[src/rtl/bpred_update_gen.sv]
// Execute-side branch-predictor update generator.
// Each resolved branch is checked against the prediction carried down from fetch.
// A mispredict produces a registered fetch redirect. Every resolved branch also queues
// a BTB/bimodal training packet in a small in-order FIFO. That FIFO drains into the
// predictor only on cycles where the predictor is not stalled.
// Optional build macro: BPU_UPD_STATS_EN adds stat_sel/stat_data and four saturating
// event counters (pushes, drops, misses resolved, redirects).

`timescale 1ns/1ps

module bpred_update_gen #(
  parameter int QDEPTH = 4,
  parameter int QAW    = 2
) (
`ifdef BPU_UPD_STATS_EN
  input  logic [1:0]  stat_sel,
  output logic [31:0] stat_data,
`endif
  input  logic        clk,
  input  logic        reset,
  input  logic        ex_valid,
  input  logic [31:0] ex_pc4,
  input  logic        ex_taken,
  input  logic [31:0] ex_target,
  input  logic        ex_pred_dir,
  input  logic [31:0] ex_pred_target,
  input  logic [11:0] ex_bimodal,
  input  logic [8:0]  ex_carry,
  input  logic        soin_bpredictor_stall,
  output logic        execute_bpredictor_update,
  output logic [31:0] execute_bpredictor_PC4,
  output logic [31:0] execute_bpredictor_target,
  output logic        execute_bpredictor_dir,
  output logic        execute_bpredictor_miss,
  output logic [11:0] execute_bpredictor_bimodal,
  output logic [29:0] up_btb_data,
  output logic [8:0]  up_carry_data,
  output logic [3:0]  byte_en,
  output logic        redirect_valid,
  output logic [31:0] redirect_pc
);

  localparam logic [QAW:0]   DEPTH_C = QDEPTH[QAW:0];
  localparam logic [QAW-1:0] PTR_ONE = {{(QAW-1){1'b0}}, 1'b1};
  localparam logic [QAW:0]   CNT_ONE = {{QAW{1'b0}}, 1'b1};

  // FIFO storage, one array per packet field
  logic [31:0] pc4_q   [QDEPTH];
  logic [31:0] tgt_q   [QDEPTH];
  logic        dir_q   [QDEPTH];
  logic        miss_q  [QDEPTH];
  logic [11:0] bim_q   [QDEPTH];
  logic [8:0]  carry_q [QDEPTH];
  logic [3:0]  be_q    [QDEPTH];

  logic [QAW-1:0] wr_ptr_q, wr_ptr_d;
  logic [QAW-1:0] rd_ptr_q, rd_ptr_d;
  logic [QAW:0]   count_q,  count_d;

  logic        redir_valid_q, redir_valid_d;
  logic [31:0] redir_pc_q,    redir_pc_d;

  logic [31:0] correct_pc;
  logic        res_miss;
  logic        btb_wr;
  logic [3:0]  res_be;
  logic        not_empty;
  logic        pop;
  logic        push;
  logic        drop;

  // Resolve the branch currently in execute against its fetch-time prediction
  always_comb begin
    correct_pc = ex_taken ? ex_target : ex_pc4;
    res_miss   = (ex_pred_dir != ex_taken) | (ex_pred_target != correct_pc);
    // BTB only needs rewriting when a taken branch's stored target was wrong or absent
    btb_wr     = ex_taken & (ex_pred_target != ex_target);
    res_be     = btb_wr ? 4'b1111 : 4'b0001;
  end

  // Queue handshakes: a full queue still accepts when the head leaves the same cycle
  always_comb begin
    not_empty = (count_q != '0);
    pop       = not_empty & ~soin_bpredictor_stall;
    push      = ex_valid & ((count_q < DEPTH_C) | pop);
    drop      = ex_valid & ~push;
  end

  // Next-state for pointers, occupancy and the redirect register
  always_comb begin
    wr_ptr_d = wr_ptr_q;
    rd_ptr_d = rd_ptr_q;
    count_d  = count_q;
    if (push) wr_ptr_d = wr_ptr_q + PTR_ONE;
    if (pop)  rd_ptr_d = rd_ptr_q + PTR_ONE;
    case ({push, pop})
      2'b10:   count_d = count_q + CNT_ONE;
      2'b01:   count_d = count_q - CNT_ONE;
      default: count_d = count_q;
    endcase

    redir_valid_d = ex_valid & res_miss;
    redir_pc_d    = (ex_valid & res_miss) ? correct_pc : redir_pc_q;
  end

  // Pointer, count and redirect registers
  always_ff @(posedge clk) begin
    if (reset) begin
      wr_ptr_q      <= '0;
      rd_ptr_q      <= '0;
      count_q       <= '0;
      redir_valid_q <= 1'b0;
      redir_pc_q    <= '0;
    end else begin
      wr_ptr_q      <= wr_ptr_d;
      rd_ptr_q      <= rd_ptr_d;
      count_q       <= count_d;
      redir_valid_q <= redir_valid_d;
      redir_pc_q    <= redir_pc_d;
    end
  end

  // Packet storage; cleared on reset so every head-driven output reads zero afterwards
  always_ff @(posedge clk) begin
    if (reset) begin
      for (int i = 0; i < QDEPTH; i++) begin
        pc4_q[i]   <= '0;
        tgt_q[i]   <= '0;
        dir_q[i]   <= 1'b0;
        miss_q[i]  <= 1'b0;
        bim_q[i]   <= '0;
        carry_q[i] <= '0;
        be_q[i]    <= '0;
      end
    end else if (push) begin
      pc4_q[wr_ptr_q]   <= ex_pc4;
      tgt_q[wr_ptr_q]   <= ex_target;
      dir_q[wr_ptr_q]   <= ex_taken;
      miss_q[wr_ptr_q]  <= res_miss;
      bim_q[wr_ptr_q]   <= ex_bimodal;
      carry_q[wr_ptr_q] <= ex_carry;
      be_q[wr_ptr_q]    <= res_be;
    end
  end

  // Head entry drives the predictor update ports directly
  always_comb begin
    execute_bpredictor_update  = not_empty;
    execute_bpredictor_PC4     = pc4_q[rd_ptr_q];
    execute_bpredictor_target  = tgt_q[rd_ptr_q];
    execute_bpredictor_dir     = dir_q[rd_ptr_q];
    execute_bpredictor_miss    = miss_q[rd_ptr_q];
    execute_bpredictor_bimodal = bim_q[rd_ptr_q];
    up_btb_data                = tgt_q[rd_ptr_q][31:2];
    up_carry_data              = carry_q[rd_ptr_q];
    byte_en                    = be_q[rd_ptr_q];
    redirect_valid             = redir_valid_q;
    redirect_pc                = redir_pc_q;
  end

`ifdef BPU_UPD_STATS_EN
  logic [31:0] st_push_q, st_drop_q, st_miss_q, st_redir_q;

  // Saturating event counters
  always_ff @(posedge clk) begin
    if (reset) begin
      st_push_q  <= '0;
      st_drop_q  <= '0;
      st_miss_q  <= '0;
      st_redir_q <= '0;
    end else begin
      if (push && st_push_q != 32'hFFFF_FFFF)
        st_push_q <= st_push_q + 32'd1;
      if (drop && st_drop_q != 32'hFFFF_FFFF)
        st_drop_q <= st_drop_q + 32'd1;
      if (ex_valid && res_miss && st_miss_q != 32'hFFFF_FFFF)
        st_miss_q <= st_miss_q + 32'd1;
      if (redir_valid_q && st_redir_q != 32'hFFFF_FFFF)
        st_redir_q <= st_redir_q + 32'd1;
    end
  end

  // Counter readback select
  always_comb begin
    case (stat_sel)
      2'b00:   stat_data = st_push_q;
      2'b01:   stat_data = st_drop_q;
      2'b10:   stat_data = st_miss_q;
      default: stat_data = st_redir_q;
    endcase
  end
`else
  logic unused_drop;
  assign unused_drop = drop;
`endif

endmodule
[config.mk]
export PLATFORM = sky130hd
export DESIGN_NAME = bpred_update_gen
export DESIGN_NICKNAME = d
export VERILOG_FILES = /design/src/rtl/bpred_update_gen.sv
export SDC_FILE = /design/constraint.sdc
export NUM_CORES = 1
export LEC_CHECK = 0
export CAP_MARGIN = 40
export CORE_UTILIZATION = 49
export DETAILED_ROUTE_END_ITERATION = 10
export PLACE_DENSITY = 0.87
export REMOVE_ABC_BUFFERS = 1
export SYNTH_ARGS = -nofsm -noshare
export SYNTH_HDL_FRONTEND = slang
export SYNTH_SLANG_ARGS = --single-unit
[constraint.sdc]
create_clock -name clk -period 8.6 [get_ports clk]
set_clock_uncertainty 0.05 [all_clocks]
set_input_delay 0.86 -clock clk [delete_from_list [all_inputs] [get_ports clk]]
set_output_delay 0.86 -clock clk [all_outputs]
set_load 0.005 [all_outputs]
==> qor.txt, run 1 <==
Global route total overflow - 0
First-pass GRT wire length - 69260 microns
Worst-margin pin slew - 947.3 ps
Setup TNS Final - 0 ps
Post-route ant nets - 0
Post-CTS setup buffer count - 0
CP max FO - 27
Critical path class - reg2out
Boundary Pins - 278
Peak VDD IR - 163.7 uV
Final Cycle Share - 48.74%
Synth Area in Compound Gates - 2.304%
Simple-gate share of the synthesized area - 12.71%
Post-synthesis cell type with the largest combined area - edfxtp_1
Die area - 37450 sq um
# diodes - 0
Vias in the first global route - 11300
DP Wirelength - 30110 microns
RSZ-0062 raised after global routing - false
Via density - 5.772
Core footprint - 35830 sq um
Most common cell in the netlist - edfxtp_1
Slew Limit Fails - 0
1st-iter DRT viols - 1161
Hold Path Class - reg2reg
Critical path launch point type - flop
Register area share after synthesis - 64.16%
GR Util All Layers - 24.82%
Routed via count - 11230
Synth top cells by count - 356 x edfxtp_1, 186 x and2_1, 91 x nor2_1
Fill cells - 2619
DRT Pass-1 Iters - 11
Dpl cells - 1868
Slew headroom - 36.85%
Die Wd - 193.5 microns
#FFs+latches synth - 398
Post-Layout Inst Area - 22530 sq um
CTS tree - done
Pleak - 8.574 nW
Endpoints failing setup - 0
Max-Cap Viols - 0
Synthesized area per cell - 14.71 sq um
Synth area leaders - edfxtp_1 59%, mux4_2 11%, and2_1 6.5%
Largest net degree at the start of global routing - 58
CTS Buf Count - 42
DRC Markers - 17
Number of synthesized flops with an enable pin - 356
Adder-cell share of the synthesized area - 0.1810%
Longest Clk Path Bufs - 3
Layout Cells excl Fill - 1946
Wire length per cell - 24.02 microns
Post-placement cell area - 21150 sq um
Failing checks - design-rule violations
Max Clock Freq - 0.2386 GHz
Net count, final - 1576
Synth warn - 0
Final Power - 5.780 mW
Worst-path clk slew - 60 ps
Multiplexer share of the synthesized area - 12.94%
Largest family of logic cells by synthesized area - multiplexers
Syn Std Cell Area - 17970 sq um
# resized after CTS - 0
H-tree depth - 2
Clock latency on the worst-skew pair - 540 ps
Post-Synth XOR/XNOR Area - 3.411%
Run status - finished with violations
Synth unique cells - 34
Initial antenna violation count - 3
Layout cells sized above 1 - 13.60%
Worst Path Arrival - 3280 ps
Final Util - 62.89%
Clock root cell - clkbuf_16
Hold Violations, Final - 0
Vert. Die Dim - 193.5 microns
Syn Inst Count - 1222
Asr flop ratio synth - 0%
Layout area overhead - 25.37%
CP endpoint kind - output port
GPL Wtd Cong - 0.7875
Routed WL - 46740 microns
Area share of the largest cell type after synthesis - 59.48%
Min cycle time layout - 4191 ps
Row cnt - 69
Number of port buffers - 277
Sink Count - 398
Initial Util - 50.16%
CP required - 7690 ps
Power Density - 256.5 nW/um^2
Commonest register cell after synthesis - edfxtp_1
Hold buffers post-CTS - 0
-- worst paths after layout --
| kind | cells after the start | endpoint | slack [ps] | start |
|---|---|---|---|---|
| max | 5 | execute_bpredictor_target[20] | 4410 | flop |
| max reg2reg | 7 | tgt_q[2][2] | 5280 | count_q[2] |
| min reg2reg | 2 | flop | 480 | rd_ptr_q[1] |
| min | 2 | flop | 480 | rd_ptr_q[1] |
-- power by group --
group	switching, mW	internal [mW]
clock	0.750	1.05
sequential	0.0976	2.33
combinational	0.672	0.881
total	1.52	4.26
-- per-layer routing --
| metal | part of all wire [%] | global-route usage, % | vias up | wire length (microns) |
|---|---|---|---|---|
| met5 | 0.088 | 0 | - | 41 |
| met3 | 9.2 | 4.202 | 87 | 4285 |
| met1 | 39 | 33.35 | 5633 | 18070 |
| met2 | 49 | 41.40 | 614 | 23040 |
| li1 | - | - | 4892 | - |
| met4 | 2.8 | 7.822 | 6 | 1293 |
-- cell usage in the layout, fill, tap and decap left out, drive strengths merged, types with 2 or more instances in the layout --
master	count
bufinv	4
dfxtp	42
xor2	68
clkbuf	52
clkdlybuf4s50	275
inv	44
buf	26
nor3	4
clkinvlp	3
mux2i	32
xnor2	2
nor2	91
and2	186
nand2b	2
nand2	74
o21ai	4
and3	50
nor4	10
nand4	9
clkinv	18
mux4	89
or3	2
a21oi	2
edfxtp	356
o221a	32
-- stage by stage --
step / hold WS, ps / setup slack [ps]
after floorplan: 411.8 / -222.5
after global placement: 444.9 / 3294
after detailed placement: 471.9 / 4046
after CTS: 481.3 / 4300
after global routing: 503.4 / 4170
final: 483.3 / 4409
-- logic make-up (layout without fill, tap and decap cells) --
| logic type | after synthesis | count (layout) |
|---|---|---|
| and+or+nand+nor | 431 | 431 |
| DFF | 398 | 398 |
| buffers and inverters | 159 | 422 |
| muxes | 121 | 121 |
| xor gates and xnor gates | 70 | 70 |
| AOI/OAI and AO/OA | 41 | 41 |
| adders and majority gates | 2 | 2 |
-- area by class of cell --
cell class	instances	area, sq um	share of cell area, %
inverters	43	162.7	0.7219
clock buffers	52	1119	4.964
multi-input cells	665	5748	25.51
repair buffers	301	3126	13.87
well taps	461	576.8	2.560
flip-flops and latches	398	11540	51.21
clock inverters	26	261.5	1.161
-- sequential cells by signal, indices dropped and copies added (netlist names), 4 cells and up, named ones only --
signal / cells
miss_q: 4
tgt_q: 128
redirect_pc: 32
carry_q: 36
dir_q: 4
pc4_q: 128
be_q: 8
bim_q: 48
-- worst max-delay path, stage by stage (launching register included) --
cell and delay, ps:
dfxtp_4 610, buf_12 290, buf_4 460, buf_16 300, mux4_2 610, clkdlybuf4s50_1 480
Note: power is estimated with default switching activity, not from simulation.
==> run 2, diff against run 1 <==
--- a/config.mk
+++ b/config.mk
@@ -6,9 +6,9 @@
 export NUM_CORES = 1
 export LEC_CHECK = 0
 export CAP_MARGIN = 40
-export CORE_UTILIZATION = 49
+export CORE_UTILIZATION = 54
 export DETAILED_ROUTE_END_ITERATION = 10
-export PLACE_DENSITY = 0.87
+export PLACE_DENSITY = 0.9
 export REMOVE_ABC_BUFFERS = 1
 export SYNTH_ARGS = -nofsm -noshare
 export SYNTH_HDL_FRONTEND = slang
==> constraint.sdc (replaced) <==
create_clock -name clk -period 4 [get_ports clk]
set_clock_uncertainty 0.05 [all_clocks]
set_input_delay 0.4 -clock clk [delete_from_list [all_inputs] [get_ports clk]]
set_output_delay 0.4 -clock clk [all_outputs]
set_load 0.005 [all_outputs]
==> qor.txt, run 2 (synthesized netlist as in run 1, its figures left out) <==
# resized after CTS - 0
CTS tree - done
First-pass GRT wire length - 69340 microns
CTS Buf Count - 41
Max Clock Freq - 0.3424 GHz
Sink Count - 398
Run status - finished, final reports clean
Row cnt - 66
Slew headroom - 43.54%
Final Cycle Share - 73.02%
Worst-margin pin slew - 847.0 ps
Cell count along the critical path - 8
Largest net degree at the start of global routing - 77
Hold Path Class - reg2reg
Longest Clk Path Bufs - 3
Net Sw Frac - 25.88%
Vert. Die Dim - 184.4 microns
Max-Cap Viols - 0
Crit path max-delay family - simple AND/OR/NAND/NOR gates
Sequential share of power - 43.2%
Most frequent cells in the layout - 356 x edfxtp_1, 275 x clkdlybuf4s50_1, 184 x and2_1
Worst setup path start - ex_taken
Worst R2R Path Depth - 7
CP required - 4410 ps
Power Density - 533.3 nW/um^2
Worst-path clk slew - 60 ps
Min Hold Slack - 465.8 ps
DRT Pass-1 Iters - 5
Die area - 34020 sq um
Critical path launch point type - input port
Largest registers - pc4_q (128), tgt_q (128), bim_q (48)
CP endpoint kind - flop
Slew Limit Fails - 0
Post-route ant nets - 0
Worst hold path endpoint - count_q[1]
Post-CTS setup buffer count - 0
Critical Path Max Stage Delay - 550 ps
Wire length per cell - 24.28 microns
Routed via count - 11250
Worst path buffer plus inverter count - 2
Clock latency on the worst-skew pair - 520 ps
Layout cells sized above 1 - 13.11%
Boundary Pins - 278
FF-to-FF Start - count_q[2]
Critical path class - in2reg
Dpl cells - 1859
Post-placement cell area - 21180 sq um
Pleak - 8.518 nW
Layout Cells excl Fill - 1937
Setup TNS Final - 0 ps
Cells on Worst Hold Path - 2
Min cycle time layout - 2921 ps
Switching power - 3.089 mW
Clock root cell - clkbuf_16
Global route total overflow - 0
Layout area overhead - 24.51%
Routed WL - 47040 microns
Vias in the first global route - 11460
Number of port buffers - 277
Reg2Reg Setup Slack - 1470 ps
1st-iter DRT viols - 1036
Logic pwr share - 27.9%
CP max FO - 18
Core footprint - 32620 sq um
GR Util All Layers - 28.00%
RSZ-0062 raised after global routing - false
Crit-path slowest cell - nor4_1
DRC Markers - 0
Clk pwr share - 28.9%
Via density - 5.807
Critical path, cell by cell - buf_2 -> mux2i_1 -> xor2_1 -> nand4_1 -> nor4_1 -> and2_2 -> buf_4 -> o221a_1
Initial antenna violation count - 9
H-tree depth - 2
Endpoints failing setup - 0
Hold Violations, Final - 0
Hold buffers post-CTS - 0
Die Wd - 184.4 microns
Post-Layout Inst Area - 22380 sq um
Peak VDD IR - 363.1 uV
Worst Path Arrival - 3330 ps
Commonest non-fill, non-tap cell in the layout - edfxtp_1
P_int - 8.845 mW
Initial Util - 55.10%
GPL Wtd Cong - 0.8420
DP Wirelength - 30420 microns
Worst reg2reg endpoint - tgt_q[1][9]
Net count, final - 1585
Worst hold start - count_q[1]
-- run 2: cell count changes in the layout (fill, tap and decap cells not counted), sizes merged --
cell      previous run  this run
inv                 44        42
clkinvlp             3         0
clkbuf              52        66
buf                 26        36
diode                0         8
clkinv              18         5
bufinv               4         0
-- run 2: how the worst max path moves through the flow --
stage	end	slack (ps)
2_1_floorplan	be_q[0][0]	-4360
3_3_place_gp	redirect_pc[2]	700
3_5_place_dp	redirect_pc[29]	600
4_1_cts	execute_bpredictor_target[21]	1070
5_1_grt	redirect_pc[13]	900
6_report	redirect_pc[12]	1080
-- run 2: through the flow --
step	worst slack, ps	total power [mW]	utilization [%]
finish	1079	11.93	68.60
global route	904.3	12.36	68.57
CTS	1069	12.01	68.54
detailed placement	597.8	8.586	64.93
global placement	695.6	8.499	64.62
floorplan	-4363	6.856	-
-- run 2: area by class of cell --
cell class | count | area [sq um]
Sequential cell | 398 | 11540
Clock inverter | 4 | 17.52
Fill cell | 2140 | 10240
Multi-Input combinational cell | 665 | 5748
Timing Repair Buffer | 311 | 3178
Clock buffer | 66 | 1160
Inverter | 43 | 162.7
Tap cell | 442 | 553.0
Antenna cell | 8 | 20.02
-- run 2: per-layer routing --
metal  wire, microns  vias to the layer above  GRT usage, %
met1           17730                     5640         37.07
met4            1711                        2         10.87
met3            4350                       93         5.750
met2           23230                      583         45.63
met5              13                        -             0
li1                -                     4931             -
-- run 2: worst reg2reg max path, stage by stage, from the launching register on --
cell	delay, ps
dfxtp_1	330
nand2_1	60
and2_2	180
nand2_1	270
inv_1	720
buf_4	430
nand2_1	190
nor2_1	140
-- run 2: power groups by stage --
stage / combinational (mW) / sequential (mW) / clock, mW
finish: 3.33 / 5.15 / 3.45
CTS: 3.37 / 5.15 / 3.48
detailed placement: 3.35 / 5.23 / 0
global placement: 3.30 / 5.20 / 0
floorplan: 1.40 / 5.46 / 0
global route: 3.55 / 5.18 / 3.63
==> run 3, diff against run 2 <==
==> constraint.sdc (replaced) <==
create_clock -name clk -period 2.75 [get_ports clk]
set_clock_uncertainty 0.05 [all_clocks]
set_input_delay 0.275 -clock clk [delete_from_list [all_inputs] [get_ports clk]]
set_output_delay 0.275 -clock clk [all_outputs]
set_load 0.005 [all_outputs]
==> qor.txt, run 3 (synthesized netlist as in run 1, its figures left out) <==
Run status - finished, final reports clean
DP Wirelength - 30740 microns
CP endpoint kind - output port
Layout Cells excl Fill - 1982
Initial antenna violation count - 7
Slew headroom - 60.02%
FF-to-FF Start - count_q[0]
Largest registers - pc4_q (128), tgt_q (128), bim_q (48)
Net count, final - 1628
Post-route ant nets - 0
Row cnt - 66
Cells on Worst Hold Path - 4
Setup TNS Final - 0 ps
Peak VDD IR - 451.3 uV
Worst-path clk slew - 60 ps
Worst reg2reg endpoint - count_q[2]
Global route total overflow - 0
Dpl cells - 1902
Sink Count - 398
Largest net degree at the start of global routing - 88
Worst-margin pin slew - 594.2 ps
GPL Wtd Cong - 0.8397
Worst hold start - ex_taken
CP required - 2420 ps
Met3 routed WL - 4489 microns
Final Cycle Share - 97.55%
Max-Cap Viols - 0
CTS tree - done
Worst R2R Path Depth - 8
Most frequent cells in the layout - 356 x edfxtp_1, 275 x clkdlybuf4s50_1, 184 x and2_1
Sequential standard cell area - 11540 sq um
Clock latency on the worst-skew pair - 530 ps
Met2 WL - 23940 microns
Crit-path slowest cell - mux4_2
Longest Clk Path Bufs - 3
1st-iter DRT viols - 1084
Wire length per cell - 24.18 microns
Max Clock Freq - 0.3728 GHz
Die area - 34020 sq um
M1 wire length - 17750 microns
Layout area overhead - 27.63%
Routed WL - 47930 microns
Hold Violations, Final - 0
Slew Limit Fails - 0
Critical path, cell by cell - buf_12 -> mux4_2 -> clkdlybuf4s50_1
Boundary Pins - 278
Vias in the first global route - 11960
Pre-CTS setup slack - -100.6 ps
Critical path class - reg2out
Die Wd - 184.4 microns
RSZ-0062 raised after global routing - false
Worst hold path endpoint - dir_q[3]
Hold buffers post-CTS - 0
Power Density - 783.6 nW/um^2
Vert. Die Dim - 184.4 microns
Multi-input gate area - 5748 sq um
Post-CTS setup buffer count - 0
Final Worst Setup Slack - 67.25 ps
Post-placement cell area - 21630 sq um
GR Util All Layers - 28.61%
Min Hold Slack - 380.0 ps
DRC Markers - 0
Initial Util - 55.10%
# resized after CTS - 0
First-pass GRT wire length - 70840 microns
Worst Path Arrival - 2360 ps
CP max FO - 35
DRT Pass-1 Iters - 5
Routed via count - 11520
H-tree depth - 2
Number of port buffers - 277
Via density - 5.813
Clock root cell - clkbuf_16
Critical path launch point type - flop
CTS Buf Count - 41
Post-Layout Inst Area - 22940 sq um
Top sig layer - met4
Pleak - 8.815 nW
Core footprint - 32620 sq um
Fill cells - 2063
Reg2Reg Setup Slack - 450 ps
Hold Path Class - in2reg
Final Util - 70.32%
Final Power - 17.97 mW
Endpoints failing setup - 0
Min cycle time layout - 2683 ps
Critical Path Max Stage Delay - 610 ps
Commonest non-fill, non-tap cell in the layout - edfxtp_1
Layout cells sized above 1 - 15.98%
[run 3: how the worst max path moves through the flow]
stage / from / end / slack, ps / cells past startpoint
after floorplan: count_q[2] / be_q[0][0] / -5520 / 4
final: flop / up_btb_data[18] / 70 / 3
after detailed placement: ex_pc4[26] / redirect_pc[5] / -100 / 9
after global placement: ex_pc4[26] / redirect_pc[22] / -20 / 9
after global routing: flop / up_btb_data[18] / 3 / 3
after CTS: flop / byte_en[1] / 50 / 3
[run 3: worst max-delay path: cells and delay by family (launching register included)]
kind / cells / cell delay, ps
buffers and inverters: 2 / 740
DFF: 1 / 400
muxes: 1 / 610
[run 3: cell type report]
class / instances / share of cell area [%]
well taps: 442 / 2.411
clock buffers: 54 / 4.773
flip-flops and latches: 398 / 50.30
diodes: 7 / 0.07637
repair buffers: 354 / 15.80
clock inverters: 19 / 0.8727
inverters: 43 / 0.7091
multi-input cells: 665 / 25.06
[run 3: metal layers]
metal | up-vias | global-route usage (%)
met3 | 117 | 5.908
met2 | 667 | 47.91
met1 | 5720 | 36.66
met5 | - | 0
li1 | 5017 | -
met4 | 0 | 11.20
[run 3: where the power goes]
group          leakage (nW)  internal (mW)  switching [mW]  total [mW]
Sequential             4.08           7.27           0.205        7.48
Combinational          4.12           2.83            2.21        5.04
Clock                 0.619           3.18            2.27        5.45
